===== src/rtl/seq_divider_8by4.sv =====
// Sequential 8-bit by 4-bit unsigned restoring divider: accepts one operand pair
// while ready, produces one quotient bit per cycle MSB first, and pulses done.
module seq_divider_8by4 (
  input  logic       clk,
  input  logic       rst_n,
  input  logic       start,
  input  logic [7:0] dividend,
  input  logic [3:0] divisor,
  output logic       ready,
  output logic       done,
  output logic [7:0] quotient,
  output logic [3:0] remainder,
  output logic       div_by_zero
);

  typedef enum logic [1:0] {IDLE, CALC, DONE} state_t;

  state_t     state_q, state_d;
  logic [7:0] dvd_q, dvd_d;
  logic [3:0] dvs_q, dvs_d;
  logic [4:0] prem_q, prem_d;
  logic [7:0] quo_q, quo_d;
  logic [2:0] cnt_q, cnt_d;
  logic [7:0] quotient_q, quotient_d;
  logic [3:0] remainder_q, remainder_d;
  logic       dbz_q, dbz_d;

  logic [5:0] shifted;
  logic [5:0] trial;
  logic       q_bit;
  logic [4:0] next_prem;

  // One restoring step: the partial remainder stays below the divisor, so the
  // extra top bit of the shifted value is always zero and trial[5] is a clean sign.
  always_comb begin
    shifted   = {prem_q, dvd_q[7]};
    trial     = shifted - {2'b00, dvs_q};
    q_bit     = ~trial[5];
    next_prem = q_bit ? trial[4:0] : shifted[4:0];
  end

  // NOTE: every signal assigned here gets a default first, so no path can infer a latch.
  always_comb begin
    state_d     = state_q;
    dvd_d       = dvd_q;
    dvs_d       = dvs_q;
    prem_d      = prem_q;
    quo_d       = quo_q;
    cnt_d       = cnt_q;
    quotient_d  = quotient_q;
    remainder_d = remainder_q;
    dbz_d       = dbz_q;

    unique case (state_q)
      IDLE: begin
        if (start) begin
          dvd_d  = dividend;
          dvs_d  = divisor;
          prem_d = 5'd0;
          quo_d  = 8'd0;
          if (divisor == 4'd0) begin
            quotient_d  = 8'hFF;
            remainder_d = 4'h0;
            dbz_d       = 1'b1;
            state_d     = DONE;
          end else begin
            cnt_d   = 3'd7;
            state_d = CALC;
          end
        end
      end
      CALC: begin
        prem_d = next_prem;
        dvd_d  = {dvd_q[6:0], 1'b0};
        quo_d  = {quo_q[6:0], q_bit};
        cnt_d  = cnt_q - 3'd1;
        if (cnt_q == 3'd0) begin
          quotient_d  = {quo_q[6:0], q_bit};
          remainder_d = next_prem[3:0];
          dbz_d       = 1'b0;
          state_d     = DONE;
        end
      end
      DONE:    state_d = IDLE;
      default: state_d = IDLE;
    endcase
  end

  // NOTE: state uses non-blocking assignments so all flops update from pre-edge values.
  always_ff @(posedge clk or negedge rst_n) begin
    if (!rst_n) begin
      state_q     <= IDLE;
      dvd_q       <= 8'd0;
      dvs_q       <= 4'd0;
      prem_q      <= 5'd0;
      quo_q       <= 8'd0;
      cnt_q       <= 3'd0;
      quotient_q  <= 8'd0;
      remainder_q <= 4'd0;
      dbz_q       <= 1'b0;
    end else begin
      state_q     <= state_d;
      dvd_q       <= dvd_d;
      dvs_q       <= dvs_d;
      prem_q      <= prem_d;
      quo_q       <= quo_d;
      cnt_q       <= cnt_d;
      quotient_q  <= quotient_d;
      remainder_q <= remainder_d;
      dbz_q       <= dbz_d;
    end
  end

  assign ready       = (state_q == IDLE);
  assign done        = (state_q == DONE);
  assign quotient    = quotient_q;
  assign remainder   = remainder_q;
  assign div_by_zero = dbz_q;

endmodule


===== config.mk =====
export PLATFORM = sky130hd
export DESIGN_NAME = seq_divider_8by4
export DESIGN_NICKNAME = d
export VERILOG_FILES = /design/src/rtl/seq_divider_8by4.sv
export SDC_FILE = /design/constraint.sdc
export NUM_CORES = 1
export LEC_CHECK = 0
export BUFFER_PORTS_ARGS = -buffer_cell sky130_fd_sc_hd__buf_2
export CAP_MARGIN = 10
export CORE_MARGIN = 5
export CORE_UTILIZATION = 40
export DETAILED_ROUTE_END_ITERATION = 12
export PLACE_DENSITY = 0.65
export SYNTH_ARGS = -nofsm -noshare
export SYNTH_HDL_FRONTEND = slang
export SYNTH_SLANG_ARGS = --single-unit

===== constraint.sdc =====
create_clock -name clk -period 1.9 [get_ports clk]
set_clock_uncertainty 0.2 [all_clocks]
set_input_delay 0.19 -clock clk [delete_from_list [all_inputs] [get_ports clk]]
set_output_delay 0.19 -clock clk [all_outputs]
set_load 0.02 [all_outputs]

==> results.json <==
{
  "outcome": "finished, violations left",
  "violations": "negative hold slack, negative setup slack",
  "critPathSlowestCell": "dfrtp_1",
  "gp_congestion": 0.823,
  "cts_root_buf": "clkbuf_8",
  "yosysSeqAreaShare": 0.500,
  "syn_inst": 215,
  "dr.first_iter.drc_count": 160,
  "drv_cap": 0,
  "synth-warning-count": 0,
  "syn-num-nets": 237,
  "grt_pass1_wl_um": 8420,
  "synth_top_flop_cell": "dfrtp_1",
  "cts_tree": "built",
  "clock_sinks": 42,
  "ys_async_sr_fraction": 1.00,
  "worstRegToRegCells": 8,
  "start_util": 0.412,
  "synthToLayoutAreaGrowth_pct": 38.1,
  "synth_area_leaders": "dfrtp_1, nand2_1, o21ai_0",
  "worstPathMaxFanout": 2,
  "grt_pass1_vias": 1807,
  "period_share": 1.07,
  "clkSlewWorstSetupHoldPaths_ps": 80,
  "slowest_delay_ps": 370,
  "ant_nets": 0,
  "p_leak_nw": 1.31,
  "hold_viol": 1,
  "grt_usage": 0.161,
  "totalWireLength_um": 5190,
  "synth-edff-count": 0,
  "synth_cell_type_count": 45,
  "critPathRequiredTime_ps": 1930,
  "clkLatencyLatePin_ps": 290,
  "fmax_mhz": 494,
  "drtPass1Iterations": 4,
  "die_w_um": 82.5,
  "antenna_cells": 0,
  "end_kind": "flop",
  "holdWs_ps": -0.686,
  "final_nets": 302,
  "core_sq_um": 5110,
  "setup_tns_ps": -313,
  "vias": 1822,
  "worst_slew_pin_slew_ps": 453,
  "cpMostUsedCell": "inv_2",
  "yosysTopAreaCellShare": 0.500,
  "maxSlewHeadroom": 0.698,
  "num_io_pins": 30,
  "crit_path_start_kind": "flop",
  "crit_chain": "inv_2 -> ha_4 -> inv_2 -> fa_2 -> a21o_1 -> a2111oi_4 -> o2111ai_1 -> nand3_1",
  "place_hpwl_um": 3450,
  "min_path_cells": 3,
  "antenna_found_initial": 0,
  "ir_drop_uv": 758,
  "period_needed_ps": 2030,
  "row_count": 26,
  "powerDensity_nw_per_um2": 1940,
  "wl_per_cell_um": 14.8,
  "worstSetupPathType": "reg -> reg",
  "h-tree-depth": 2,
  "clockBufferDepth": 2,
  "syn_area_per_cell_sq_um": 9.78,
  "rsz0062_at_grt": "true",
  "cp.arrival_ps": 2060,
  "ys_ff_latch": 42,
  "setup_slack_ps": -126,
  "drc": 0,
  "die_h_um": 82.5,
  "grt_max_degree": 26,
  "setup_viol": 7,
  "numPlacedInstances": 327,
  "cts_made_buffers": 5,
  "final_layout_size_suffix_gt1_frac": 0.367,
  "dieArea_sq_um": 6810,
  "synth_area_sq_um": 2100,
  "yosys.area.top_type": "dfrtp_1",
  "synthTopCellsByCount": "dfrtp_1, nand2_1, nor2_1",
  "maxSlewViolCount": 0,
  "final_cells": 351,
  "vias_per_cell": 5.19,
  "yosysMostFrequentCell": "dfrtp_1",
  "port_buffers": 29,
  "hp-class": "in -> reg",
  "grt_overflow": 0
}
placed cells by master (no fill, tap or decap), types with 2 or more instances in the layout:
| cell type | synthesis | layout |
|---|---|---|
| dfrtp_1 | 42 | 41 |
| nand2_1 | 34 | 34 |
| buf_4 | 0 | 32 |
| buf_2 | 6 | 29 |
| nor2_1 | 20 | 19 |
| o21ai_0 | 16 | 16 |
| dlygate4sd3_1 | 0 | 9 |
| inv_1 | 10 | 6 |
| a21oi_1 | 6 | 6 |
| mux2i_1 | 6 | 6 |
| nor3_1 | 6 | 6 |
| o2111ai_2 | 0 | 5 |
| clkbuf_8 | 0 | 5 |
| inv_2 | 0 | 4 |
| nand3_1 | 4 | 4 |
| o211ai_1 | 4 | 4 |
| a22o_1 | 3 | 3 |
| o2111ai_1 | 8 | 3 |
| o21a_1 | 2 | 2 |
| o22ai_1 | 2 | 2 |
| o22a_1 | 2 | 2 |
| a21o_1 | 2 | 2 |
| o31ai_2 | 0 | 2 |
| ha_2 | 0 | 2 |
| ha_4 | 0 | 2 |
| ha_1 | 6 | 2 |
flip-flops by register name (all words and copies together), names as in the netlist:
signal,count
state_q,2
quotient,8
remainder,4
prem_q,5
div_by_zero,1
cnt_q,3
quo_q,7
dvd_q,8
dvs_q,4
stage by stage:
stage | setup WS [ps] | total power, W | instance area (sq um) | util
floorplan | -70.9 | 0.00346 | 2150 | -
global placement | -69.0 | 0.00423 | 2520 | 0.493
detailed placement | -94.8 | 0.00428 | 2520 | 0.493
CTS | -85.1 | 0.00515 | 2770 | 0.541
global route | -222 | 0.00607 | 2900 | 0.569
finish | -126 | 0.00563 | 2900 | 0.569
power by group:
| group | leakage (nW) | internal (W) | total, W | switching [W] |
|---|---|---|---|---|
| combinational | 0.733 | 0.00153 | 0.00335 | 0.00182 |
| clock | 0.0585 | 0.000394 | 0.000711 | 0.000318 |
| sequential | 0.515 | 0.00131 | 0.00157 | 0.000254 |
final timing paths:
kind / startpoint / slack [ps] / endpoint
worst min-delay path: dividend[5] / -0.7 / dvd_q[5]$_DFFE_PN0P_
max in group asynchronous: rst_n / 840 / prem_q[0]$_DFFE_PN0P_
min in group asynchronous: rst_n / 160 / quotient[2]$_DFFE_PN0P_
worst max-delay path: dvd_q[7]$_DFFE_PN0P_ / -130 / prem_q[4]$_DFFE_PN0P_
worst min register to register: cnt_q[0]$_DFFE_PN0P_ / 270 / cnt_q[0]$_DFFE_PN0P_
worst max register to register: dvd_q[7]$_DFFE_PN0P_ / -130 / prem_q[4]$_DFFE_PN0P_
routing by layer:
metal / vias up / GRT usage / part of all wire
met2: 40 / 0.266 / 0.50
li1: 897 / - / -
met5: - / 0 / 0
met4: 0 / 0.0392 / 0.0066
met1: 881 / 0.215 / 0.45
met3: 4 / 0.0369 / 0.044
cell families after synthesis:
kind of cell	synth area share
multiplexers	0.0339
adder cells (fa/ha/maj)	0.0452
XOR/XNOR	0.00416
buffers and inverters	0.0518
AO/OA/AOI/OAI	0.202
AND/OR/NAND/NOR	0.163
flip-flops	0.500
final cells by class:
| type | count | area (sq um) |
|---|---|---|
| fillers | 461 | 2200 |
| clock buffers | 5 | 68.8 |
| clock inverters | 3 | 43.8 |
| repair buffers | 71 | 495 |
| flip-flops and latches | 42 | 1050 |
| multi-input cells | 150 | 1120 |
| inverters | 10 | 37.5 |
| well taps | 70 | 87.6 |
timing repair:
action                     in CTS  in global routing
setup buffers                   1                  6
cloned                          0                  0
resized for setup               6                 16
hold buffers                    9                  0
hold endpoints to repair       33                  0
setup endpoints to repair      11                 19
pin swaps                       6                 12
critical path: cells and delay by family, from the launching register on:
kind                       cells  cell delay [ps]
AOI/OAI and AO/OA              3              700
buffers and inverters          2              100
DFF                            1              370
and+or+nand+nor                1              100
adders and majority gates      2              480
Note: power is estimated with default switching activity, not from simulation.
